`src/rtl/note_lookup_sched.sv`:
```
// note_lookup_sched: round-robin time-sharing of one clocked note-to-half-period
// lookup between NVOICE voices. Optional feature macro: LAST_NOTE_BYPASS_EN
// (skip the lookup when the granted note equals the note already on lutNote_o).
module note_lookup_sched #(
  parameter int unsigned NVOICE  = 4,
  parameter int unsigned BW      = 16,
  parameter int unsigned LUT_LAT = 2
) (
  input  logic                clk_i,
  input  logic                rst_i,
  input  logic [NVOICE-1:0]   req_i,
  input  logic [8*NVOICE-1:0] note_i,
  output logic [NVOICE-1:0]   done_o,
  output logic [BW-1:0]       period_o,
  output logic                busy_o,
  output logic [7:0]          lutNote_o,
  input  logic [BW-1:0]       lutPeriod_i
);

  localparam int unsigned IdxW = (NVOICE > 1) ? $clog2(NVOICE) : 1;

  typedef enum logic [1:0] {StIdle, StWait, StDone} state_e;

  state_e            r_state, w_state_d;
  logic [IdxW-1:0]   r_rr_ptr, w_rr_ptr_d;
  logic [IdxW-1:0]   r_grant, w_grant_d;
  logic [2:0]        r_wait_cnt, w_wait_cnt_d;
  logic [7:0]        r_lut_note, w_lut_note_d;
  logic [BW-1:0]     r_period, w_period_d;
  logic [NVOICE-1:0] r_done, w_done_d;

  logic              w_found;
  logic [IdxW-1:0]   w_pick;
  logic [7:0]        w_pick_note;
  logic              w_bypass;
  int unsigned       w_idx;

  function automatic logic [NVOICE-1:0] onehot(input logic [IdxW-1:0] idx);
    return NVOICE'(1) << idx;
  endfunction

  function automatic logic [IdxW-1:0] next_idx(input logic [IdxW-1:0] idx);
    return (idx == IdxW'(NVOICE - 1)) ? '0 : idx + 1'b1;
  endfunction

  // Round-robin search: first requesting voice at or above rrPtr, wrapping.
  always_comb begin
    w_found = 1'b0;
    w_pick  = '0;
    w_idx   = 0;
    for (int unsigned i = 0; i < NVOICE; i++) begin
      w_idx = (32'(r_rr_ptr) + i) % NVOICE;
      if (!w_found && req_i[w_idx]) begin
        w_found = 1'b1;
        w_pick  = IdxW'(w_idx);
      end
    end
  end

  // Note of the voice that would be granted this cycle.
  always_comb begin
    w_pick_note = '0;
    for (int unsigned v = 0; v < NVOICE; v++) begin
      if (w_pick == IdxW'(v)) w_pick_note = note_i[8*v +: 8];
    end
  end

`ifdef LAST_NOTE_BYPASS_EN
  logic r_last_valid;

  // lastValid goes high on entry to DONE and stays until reset.
  always_ff @(posedge clk_i or posedge rst_i) begin
    if (rst_i) begin
      r_last_valid <= 1'b0;
    end else if (w_state_d == StDone && r_state != StDone) begin
      r_last_valid <= 1'b1;
    end
  end

  assign w_bypass = r_last_valid && (w_pick_note == r_lut_note);
`else
  assign w_bypass = 1'b0;
`endif

  // Next-state and registered-output logic of the scheduler FSM.
  always_comb begin
    w_state_d    = r_state;
    w_rr_ptr_d   = r_rr_ptr;
    w_grant_d    = r_grant;
    w_wait_cnt_d = r_wait_cnt;
    w_lut_note_d = r_lut_note;
    w_period_d   = r_period;
    w_done_d     = '0;
    case (r_state)
      StIdle: begin
        if (w_found) begin
          w_grant_d = w_pick;
          if (w_bypass) begin
            // Lookup already holds this note: complete now, keep period_o.
            w_done_d   = onehot(w_pick);
            w_rr_ptr_d = next_idx(w_pick);
            w_state_d  = StDone;
          end else begin
            w_lut_note_d = w_pick_note;
            w_wait_cnt_d = 3'(LUT_LAT);
            w_state_d    = StWait;
          end
        end
      end
      StWait: begin
        if (r_wait_cnt == '0) begin
          w_period_d = lutPeriod_i;
          w_done_d   = onehot(r_grant);
          w_rr_ptr_d = next_idx(r_grant);
          w_state_d  = StDone;
        end else begin
          w_wait_cnt_d = r_wait_cnt - 3'd1;
        end
      end
      StDone:  w_state_d = StIdle;
      default: w_state_d = StIdle;
    endcase
  end

  // State and output registers; reset abandons any transaction in flight.
  always_ff @(posedge clk_i or posedge rst_i) begin
    if (rst_i) begin
      r_state    <= StIdle;
      r_rr_ptr   <= '0;
      r_grant    <= '0;
      r_wait_cnt <= '0;
      r_lut_note <= '0;
      r_period   <= '0;
      r_done     <= '0;
    end else begin
      r_state    <= w_state_d;
      r_rr_ptr   <= w_rr_ptr_d;
      r_grant    <= w_grant_d;
      r_wait_cnt <= w_wait_cnt_d;
      r_lut_note <= w_lut_note_d;
      r_period   <= w_period_d;
      r_done     <= w_done_d;
    end
  end

  assign done_o    = r_done;
  assign period_o  = r_period;
  assign busy_o    = (r_state != StIdle);
  assign lutNote_o = r_lut_note;

endmodule

```
`config.mk`:
```
export PLATFORM = sky130hd
export DESIGN_NAME = note_lookup_sched
export DESIGN_NICKNAME = d
export VERILOG_FILES = /design/src/rtl/note_lookup_sched.sv
export SDC_FILE = /design/constraint.sdc
export NUM_CORES = 1
export LEC_CHECK = 0
export ABC_AREA = 1
export BUFFER_PORTS_ARGS = -buffer_cell sky130_fd_sc_hd__buf_4
export CAP_MARGIN = 20
export CELL_PAD_IN_SITES_DETAIL_PLACEMENT = 1
export CELL_PAD_IN_SITES_GLOBAL_PLACEMENT = 1
export CORE_MARGIN = 3
export CORE_UTILIZATION = 34
export CTS_CLUSTER_DIAMETER = 50
export DETAILED_ROUTE_END_ITERATION = 6
export PLACE_DENSITY = 0.79
export SLEW_MARGIN = 40
export SYNTH_ARGS = -nofsm -noshare
export SYNTH_HDL_FRONTEND = slang
export SYNTH_SLANG_ARGS = --single-unit
export TNS_END_PERCENT = 1
```
`constraint.sdc`:
```
create_clock -name clk_i -period 2.2 [get_ports clk_i]
set_input_delay 0.44 -clock clk_i [delete_from_list [all_inputs] [get_ports clk_i]]
set_output_delay 0.44 -clock clk_i [all_outputs]
set_load 0.02 [all_outputs]
```
; Yosys cells after proc, flatten, opt, wreduce, memory -nomap -nowiden
; Cells that the tools add are included.
[word_totals]
wordCells = 69
latch_bits = 0
in_bits = 54
output_inout_bits = 29
ff_bits = 37
romBits = 0
ram_bits = 0
mem_count = 0
[op_classes]
addsub = 5
n_bitwise = 0
n_div = 0
reduce_logical = 15
order_cmp = 4
shift = 1
mux = 29
n_mul = 0
eq_ne = 8
[ops]
columns = op, n
row1 = $mux 8, 4
row2 = $mux 2, 7
row3 = $lt 2x3->1 const B, 4
row4 = $bmux 1 s2, 4
row5 = $mux 1, 8
row6 = $mux 4, 2
row7 = $eq 2x2->1 const B, 3
row8 = $mux 3, 2
row9 = $ne 2x2->1 const B, 3
row10 = $pmux 3 s2, 1
row11 = $reduce_and 2->1, 3
row12 = $add 2x1->2 const B, 2
row13 = $add 2x2->2 const B, 2
row14 = $eq 2x1->1 const B, 2
row15 = $logic_not 2->1, 2
row16 = $pmux 2 s2, 1
row17 = $reduce_bool 2->1, 2
row18 = $shl 1x2->4 const A, 1
row19 = $logic_and 1x1->1, 3
row20 = $logic_not 1->1, 3
row21 = $logic_not 3->1, 1
row22 = $reduce_and 3->1, 1
row23 = $sub 3x1->3 const B, 1

; Longest topological paths before layout
; Gate-level depths: netlist of run 1.
[depth]
depth_word = 17
depth_mapped = 16
mapped_depth_nobuf = 15

; Least setup slack after synthesis of run 1
; No wires, ideal clock.
[synth_path]
path_kind = register -> register
startpoint = reg r_rr_ptr[0]
endpoint = reg r_lut_note[0], in the netlist lutNote_o[0]
period_less_slack_ns = 1.677
stages_incl_launch_ff = 17
slack_ns = 0.523
arrival_time_ns = 1.561
t_required_ns = 2.084
n_path_buf = 2
setup_time_ns = 0.116
cell_sequence = dfrtp_1 > buf_6 > nand2_1 > nand2_1 > nand2_1 > nand2_1 > nor2_4 > nand3_2 > nand2_2 > nand2_4 > inv_4 > nand2_4 > buf_6 > o21ai_2 > inv_1 > nand2_1 > nand2_1
[synth_via]
elab_chain_cells = 17
elab_cells_between_ends = 34
classes_between = 3 x add/sub / 3 x eq/ne / 20 x mux / 8 x reduce/logical
[synth_rtl]
columns = element, line_no
row1 = "start, declared", 25  ; logic [IdxW-1:0] r_rr_ptr, w_rr_ptr_d;
row2 = "start signal, assigned", 137  ; r_rr_ptr <= w_rr_ptr_d;
row3 = branches (longest 17 deep; another with $add 2x1->2), -
row4 = "end signal, assigned", 140  ; r_lut_note <= w_lut_note_d;
row5 = "end, declared", 28  ; logic [7:0] r_lut_note, w_lut_note_d;
; Parallel ways; which one is timed is not known. The select of a mux whose other input is x is not followed.
; A chain may end at the register's enable or synchronous reset.

; Worst setup path in the final report of run 1
[layout_path]
startpoint = reg r_rr_ptr[0]
endpoint = reg r_lut_note[4], in the netlist lutNote_o[4]
; The elaborated chain is that of the path after synthesis.

==> flow_summary.toml, run 1 <==
[status]
outcome = "completed"

[global_routing]
grt_pass1_wl_um = 9839
antenna_found_initial = 0
grt.total_usage_pct = 16.70
grt_max_degree = 38
overflow = 0
grt_pass1_vias = 2250

[timing]
finalHoldViolations = 0
rsz0062_at_grt = "yes"
clock.fmax_ghz = 0.5005
fin_skew_ns = 0.004641
relSlewSlack_pct = 67.24
post-route-period-util_pct = 90.82
min_period_ns = 1.998
slew_violations = 0
setup_viol = 0
tightest_slew_ns = 0.4884
tns_ns = 0

[setup_path]
crit_family = "simple AND/OR/NAND/NOR gates"
cpPeakStageDelay_ns = 0.46
reg2reg_from = "r_rr_ptr[0]$_DFFE_PP0P_"
crit_path_end_kind = "register"
reg2regPathDepth = 12
cp_max_fo = 14
critical_path.cell_chain = "inv_2 -> nand2_1 -> nand3_2 -> nand2_2 -> nor2_4 -> nand3_1 -> nand3_2 -> nand2_4 -> o21ai_0 -> inv_1 -> nand2_1 -> nand2_1"
crit_start = "r_rr_ptr[0]$_DFFE_PP0P_"
cp.arrival_ns = 2.18
path_class = "register to register"
crit_slowest_cell = "dfrtp_2"
cp.required_ns = 2.38
crit_path_start_kind = "register"
worst-path-buf-inv = 2
crit_cells = 12
crit_top_cell = "nand2_1"

[logic_synthesis]
synth_edf_count = 0
ys_seq_area_share_pct = 43.68
async_reset_ff_share_pct = 100.0
synth_top_cell_area_share_pct = 43.68
yosysUniqueCellTypes = 25
syn_inst = 291
ys_warn_count = 0
ys.flop_type = "dfrtp_1"
avgSynthCellArea_um2 = 7.284
synth_nets = 351
synth_area_leaders = "dfrtp_1 (44%), nand2_1 (24%), nand3_1 (5.0%)"
synth_common_cells = "nand2_1 (134), dfrtp_1 (37), inv_1 (25)"
yosys.area.top_type = "dfrtp_1"
yosysMostFrequentCell = "nand2_1"
ys_ff_latch = 37
synth_area_mm2 = 0.002120

[power]
pwr_density_cell_mw_per_mm2 = 1560
leakage_nw = 1.660
total_power_mw = 4.533
ir_drop_mv = 0.9265

[route]
met2RoutedLength_um = 2726
wl_per_cell_um = 12.70
dr_total_vias = 2144
wl_um = 5753
postRouteAntennaNets = 0
dr.max_layer_used = "met4"
drt-met1-wl_um = 2602
drc = 0
met3WireLength_um = 395
drtIter0Drc = 42
drtPass1Iterations = 4
viasPerCell = 4.733

[min_path]
min_path_type = "input port to async pin"

[placement]
numPortBuffers = 82
place_congestion = 0.8812
place_hpwl_um = 4658

[flow_run]
maxCapViolCount = 0

[layout]
final_nets = 437
n_fill_cell = 762
antenna_cells = 0
drive_above_1_share_pct = 31.48
area_growth_pct = 37.07

[floorplan]
die_h_um = 84.96
num_rows = 28
io_pins = 83
start_util_pct = 35.38
die-area_mm2 = 0.007217
core_area_mm2 = 0.005991
chipWidth_um = 84.96

[cts]
clk_pin_slew_ns = 0.07
numCtsBuffers = 5
clock_path_buffers = 2
cts_root_buf = "clkbuf_8"
post_cts_buffers = 0
clock-sinks = 37
cts_tree = "done"
clock_latency_ns = 0.28
htree_levels = 2
## worst paths after layout
kind | to | slack [ns]
hold / removal | lutNote_o[2]$_DFFE_PP0P_ | 0.28
setup / recovery | lutNote_o[4]$_DFFE_PP0P_ | 0.20
max in group asynchronous | r_rr_ptr[0]$_DFFE_PP0P_ | 1.57
setup reg to reg | lutNote_o[4]$_DFFE_PP0P_ | 0.20
hold reg to reg | period_o[4]$_DFFE_PP0P_ | 0.47
min in group clk_i | period_o[10]$_DFFE_PP0P_ | 0.35
## stage by stage
step	std cells	hold WS, ns	util (%)	instance area [um^2]	worst slack (ns)
6_report	453	0.2808	48.50	2905	0.2020
5_1_grt	453	0.3048	48.50	2905	0.0006435
4_1_cts	453	0.2948	48.33	2895	0.1268
3_5_place_dp	445	0.4600	46.95	2813	0.1524
3_3_place_gp	445	0.4561	46.95	2813	0.2186
2_1_floorplan	291	0.4699	-	2120	0.5228
## registers in the layout, summed over array words and instances, names as in the netlist
signal	cells
period_o	16
r_state	2
r_rr_ptr	2
lutNote_o	8
done_o	4
r_grant	2
r_wait_cnt	3
## power by group
group / internal [mW] / switching [mW]
registers: 0.995 / 0.187
logic: 1.05 / 1.84
clock network: 0.220 / 0.236
## final cells by class
cell class,instances,area [um^2],area share [%]
flip-flops and latches,37,927.1,31.91
well taps,75,93.84,3.230
multi-input cells,213,1020,35.10
inverters,33,128.9,4.436
repair buffers,87,653.1,22.48
clock inverters,2,10.01,0.3445
clock buffers,6,72.57,2.498
## worst register-to-register path, stage by stage (launching register included)
cell and delay, ns:
dfrtp_2 0.46, inv_2 0.16, nand2_1 0.12, nand3_2 0.10, nand2_2 0.09, nor2_4 0.12
nand3_1 0.10, nand3_2 0.24, nand2_4 0.17, o21ai_0 0.18, inv_1 0.05, nand2_1 0.06
nand2_1 0.04
## cell usage in the layout (no fill, tap or decap), types with 3 or more instances in the layout
| cell | Yosys | layout |
|---|---|---|
| buf_4 | 2 | 87 |
| nand2_2 | 5 | 5 |
| nor2_1 | 11 | 11 |
| ha_1 | 6 | 6 |
| nand4_1 | 7 | 7 |
| o21ai_2 | 4 | 4 |
| nor2_4 | 3 | 3 |
| dfrtp_1 | 37 | 36 |
| nand3_1 | 21 | 21 |
| inv_2 | 4 | 4 |
| nand2_1 | 134 | 134 |
| clkbuf_8 | 0 | 5 |
| nand3_2 | 3 | 3 |
| o21ai_1 | 2 | 5 |
| o21ai_0 | 10 | 7 |
| inv_1 | 25 | 25 |
## routing by layer
metal  GRT usage [%]  vias to the layer above
met1           20.70                      990
met2           29.17                       74
met4           2.590                        0
li1                -                     1076
met3           5.049                        4
met5               0                        -
## cell families after synthesis
kind of cell / after synthesis / synth area share [%]
AOI/OAI and AO/OA: 19 / 5.313
adders and majority gates: 6 / 3.542
buffers and inverters: 41 / 8.618
DFF: 37 / 43.68
and+or+nand+nor: 188 / 38.84
## what timing repair did
| item | in CTS | in global routing |
|---|---|---|
| resized for setup | 0 | 5 |
| endpoints found under the setup margin | 0 | 8 |
| endpoints found under the hold margin | 0 | 0 |
| hold buffers | 0 | 0 |
(Power assumes the default switching activity.)
==> run 2: changes to the inputs <==
Settings changed: CORE_UTILIZATION 34 to 36, PLACE_DENSITY 0.79 to 0.83.
Clock period 2.2 ns to 2.5 ns, I/O delays scaled along.
==> flow_summary.toml, run 2 (synthesis results as in run 1) <==
[status]
outcome = "completed"

[global_routing]
grt_pass1_vias = 2196
overflow = 0
antenna_found_initial = 0
grt_max_degree = 38
grt.total_usage_pct = 17.65
grt_pass1_wl_um = 9494

[cts]
clock-sinks = 37
ctsHoldBuffers = 0
clock_latency_ns = 0.29
numCtsBuffers = 5
post_cts_buffers = 0
cts_root_buf = "clkbuf_8"
htree_levels = 2
clk_pin_slew_ns = 0.08
clock_path_buffers = 2
cts_tree = "done"
post_cts_resized = 0

[flow_run]
maxCapViolCount = 0

[timing]
min_period_ns = 2.071
post-route-period-util_pct = 82.83
hold_slack_ns = 0.3280
fin_skew_ns = 0.01083
tightest_slew_ns = 0.4789
rsz0062_at_grt = "no"
clock.fmax_ghz = 0.4829
slew_violations = 0
setup_viol = 0
tns_ns = 0
finalHoldViolations = 0
relSlewSlack_pct = 67.88

[setup_path]
reg2regPathDepth = 14
path_class = "register to register"
cp.required_ns = 2.68
cp.arrival_ns = 2.25
crit_path_end_kind = "register"
cp_max_fo = 17
crit_path_start_kind = "register"

[route]
drc = 0
drtPass1Iterations = 2
postRouteAntennaNets = 0
dr_total_vias = 2153
viasPerCell = 4.817
drtIter0Drc = 48
wl_per_cell_um = 12.98
wl_um = 5802

[layout]
final_nets = 436
area_growth_pct = 35.66
antenna_cells = 0
largest_reg_flops = 16
final_common_cell = "nand2_1"
drive_above_1_share_pct = 30.93
layout_common_cells = "nand2_1 (134), buf_4 (86), dfrtp_1 (37)"

[min_path]
min_path_type = "input port to async pin"

[floorplan]
die-area_mm2 = 0.006844
core_area_mm2 = 0.005608
die_h_um = 82.73
chipWidth_um = 82.73
io_pins = 83
start_util_pct = 37.80
num_rows = 27

[placement]
place_congestion = 0.9136
numPortBuffers = 82
place_hpwl_um = 4699

[power]
total_power_mw = 3.935
leakage_nw = 1.651
ir_drop_mv = 0.5618
pwr_density_cell_mw_per_mm2 = 1369
## run 2: power by group
part,internal [mW],total (mW),switching [mW]
logic,0.897,2.51,1.62
registers,0.874,1.04,0.164
clock network,0.183,0.382,0.198
## run 2: through the flow
stage                     area [um^2]  utilization, %  setup WS [ns]  cells
after floorplan                  2120               -         0.8006    291
after global placement           2801           49.96         0.4770    441
after detailed placement         2801           49.96         0.4294    441
after CTS                        2875           51.27         0.4388    447
after global routing             2875           51.27         0.2121    447
final                            2875           51.27         0.4294    447
## run 2: worst max-delay path: stages (launching register included)
cell	delay (ns)
dfrtp_1	0.48
inv_2	0.17
nand2_1	0.08
nand2_2	0.09
nand2_1	0.10
o21ai_1	0.16
nand3_2	0.11
nand2_2	0.08
nand2_4	0.14
inv_4	0.11
nand2_4	0.11
o21ai_0	0.18
inv_1	0.05
nand2_1	0.06
nand2_1	0.05
## run 2: path summary, 6_finish.rpt
path | startpoint | endpoint | slack [ns]
min in group clk_i | lutPeriod_i[11] | period_o[11]$_DFFE_PP0P_ | 0.42
hold / removal | rst_i | lutNote_o[5]$_DFFE_PP0P_ | 0.33
max in group asynchronous | rst_i | period_o[7]$_DFFE_PP0P_ | 1.83
setup / recovery | r_rr_ptr[1]$_DFFE_PP0P_ | lutNote_o[3]$_DFFE_PP0P_ | 0.43
hold reg to reg | period_o[15]$_DFFE_PP0P_ | period_o[15]$_DFFE_PP0P_ | 0.47
setup reg to reg | r_rr_ptr[1]$_DFFE_PP0P_ | lutNote_o[3]$_DFFE_PP0P_ | 0.43
## run 2: layer usage
layer / share of wire (%) / track usage [%] / vias to the layer above
met1: 43 / 21.23 / 1000
met2: 47 / 31.57 / 81
met4: 0.71 / 3.431 / 0
met3: 9.2 / 4.772 / 4
met5: 0 / 0 / -
li1: - / - / 1068
## run 2: layout make-up
cell class / instances / area (um^2)
Multi-Input combinational cell: 213 / 1011
Timing Repair Buffer: 86 / 645.6
Clock inverter: 1 / 5.005
Inverter: 33 / 128.9
Tap cell: 72 / 90.09
Fill cell: 757 / 2733
Clock buffer: 5 / 68.82
Sequential cell: 37 / 925.9
==> run 3: changes to the inputs <==
Settings changed: CORE_UTILIZATION 36 to 30, PLACE_DENSITY 0.83 to 0.74.
Clock period 2.5 ns to 1.9 ns, I/O delays scaled along.
==> flow_summary.toml, run 3 (synthesis results as in run 1) <==
[layout]
final_common_cell = "nand2_1"
layout_common_cells = "nand2_1 (124), buf_4 (95), dfrtp_1 (37)"
antenna_cells = 0
finalNonFillerCells = 485
area_growth_pct = 47.82
largest_reg_flops = 16
fin_area_mm2 = 0.003133
final_nets = 448
drive_above_1_share_pct = 37.53

[cts]
numCtsBuffers = 5
clock_path_buffers = 2
clock_latency_ns = 0.28
htree_levels = 2
clk_pin_slew_ns = 0.08
cts_tree = "done"
cts_root_buf = "clkbuf_8"
clock-sinks = 37

[route]
drc = 0
postRouteAntennaNets = 0
drtIter0Drc = 78
wl_um = 6026
drtPass1Iterations = 4
wl_per_cell_um = 12.42
dr_total_vias = 2197
viasPerCell = 4.530

[flow_run]
maxCapViolCount = 0

[placement]
place_hpwl_um = 4636
place_ws_ns = -0.001168
place_congestion = 0.8285
dpl_cell_area_mm2 = 0.002892
place_inst = 473
numPortBuffers = 82

[global_routing]
grt.total_usage_pct = 15.06
grt_max_degree = 38
overflow = 0
grt_pass1_vias = 2247
grt_pass1_wl_um = 10250
antenna_found_initial = 0

[timing]
slew_violations = 0
setup_viol = 1
relSlewSlack_pct = 68.45
finalHoldViolations = 0
fin_skew_ns = 0.008365
final.setup.worst_slack_ns = -0.002024
clock.fmax_ghz = 0.5258
post-route-period-util_pct = 100.1
min_period_ns = 1.902
rsz0062_at_grt = "yes"
tightest_slew_ns = 0.4732

[setup_path]
path_class = "register to register"
ff2ff_setup_slack_ns = -0.002
rr_endpoint = "lutNote_o[7]$_DFFE_PP0P_"
cp.required_ns = 2.08
worst-path-buf-inv = 3
cpPeakStageDelay_ns = 0.44
critical_path.cell_chain = "buf_6 -> nand2_1 -> nand2_1 -> nand2_1 -> inv_1 -> nand3_1 -> nand3_4 -> buf_4 -> o21ai_0 -> nand3_1 -> nand2_1 -> nand2_1"
crit_path_start_kind = "register"
reg2reg_from = "r_rr_ptr[0]$_DFFE_PP0P_"
reg2regPathDepth = 12
cp.arrival_ns = 2.08
crit_family = "simple AND/OR/NAND/NOR gates"
cp_max_fo = 6
crit_path_end_kind = "register"
crit_top_cell = "nand2_1"
crit_slowest_cell = "dfrtp_1"

[status]
violations = "setup timing"
outcome = "finished with violations"

[floorplan]
core_area_mm2 = 0.006832
die_h_um = 90.06
chipWidth_um = 90.06
num_rows = 30
die-area_mm2 = 0.008110
start_util_pct = 31.03
io_pins = 83

[power]
total_power_mw = 5.912
pwr_density_cell_mw_per_mm2 = 1887
ir_drop_mv = 0.6786
leakage_nw = 1.739

[min_path]
min_path_type = "input port to async pin"
## run 3: cell count changes in the layout (fill, tap and decap cells not counted), sizes merged
cell,previous run,this run
buf,86,98
bufinv,0,1
clkinv,3,2
clkinvlp,0,1
inv,31,32
## run 3: layout make-up
class / instances / area, um^2
repair buffers: 98 / 750.7
clock inverters: 3 / 46.29
inverters: 33 / 133.9
clock buffers: 5 / 68.82
fillers: 892 / 3699
well taps: 96 / 120.1
flip-flops and latches: 37 / 925.9
multi-input cells: 213 / 1087
## run 3: worst register-to-register path, stage by stage (launching register included)
cell     delay [ns]
dfrtp_1        0.44
buf_6          0.16
nand2_1        0.06
nand2_1        0.09
nand2_1        0.15
inv_1          0.07
nand3_1        0.14
nand3_4        0.14
buf_4          0.17
o21ai_0        0.16
nand3_1        0.10
nand2_1        0.07
nand2_1        0.04
## run 3: metal layers
metal | up-vias | global-route usage (%) | share of wire, %
li1 | 1092 | - | -
met1 | 1028 | 18.87 | 45
met4 | 0 | 4.209 | 0.83
met2 | 75 | 25.82 | 48
met5 | - | 0 | 0
met3 | 2 | 3.598 | 6.0
## run 3: what timing repair did
action                     4_1_cts  5_1_grt
pin swaps                        0       14
setup endpoints to repair        3       11
gates cloned                     0        1
setup buffers                    0        4
hold buffers                     0        0
resized for setup                3       30
## run 3: metrics by stage
step	setup TNS (ns)	hold slack, ns	utilization, %
floorplan	0	0.4699	-
global placement	0	0.4549	42.33
detailed placement	-0.001168	0.4606	42.33
CTS	0	0.2163	44.05
global route	-0.9767	0.2461	45.86
finish	-0.002024	0.2017	45.86
## run 3: report_power, final
group / total [mW] / leakage [nW] / internal (mW) / switching (mW)
Combinational: 3.87 / 1.22 / 1.53 / 2.35
Clock: 0.687 / 0.0543 / 0.393 / 0.294
Sequential: 1.35 / 0.463 / 1.15 / 0.202
## run 3: how the worst max path moves through the flow
stage | startpoint | to | cells past startpoint
final | r_rr_ptr[0]$_DFFE_PP0P_ | lutNote_o[7]$_DFFE_PP0P_ | 12
after global routing | r_rr_ptr[0]$_DFFE_PP0P_ | lutNote_o[4]$_DFFE_PP0P_ | 14
after CTS | r_rr_ptr[1]$_DFFE_PP0P_ | lutNote_o[6]$_DFFE_PP0P_ | 15
after detailed placement | req_i[0] | lutNote_o[6]$_DFFE_PP0P_ | 16
after global placement | req_i[0] | lutNote_o[7]$_DFFE_PP0P_ | 16
after floorplan | r_rr_ptr[0]$_DFFE_PP0P_ | lutNote_o[0]$_DFFE_PP0P_ | 16
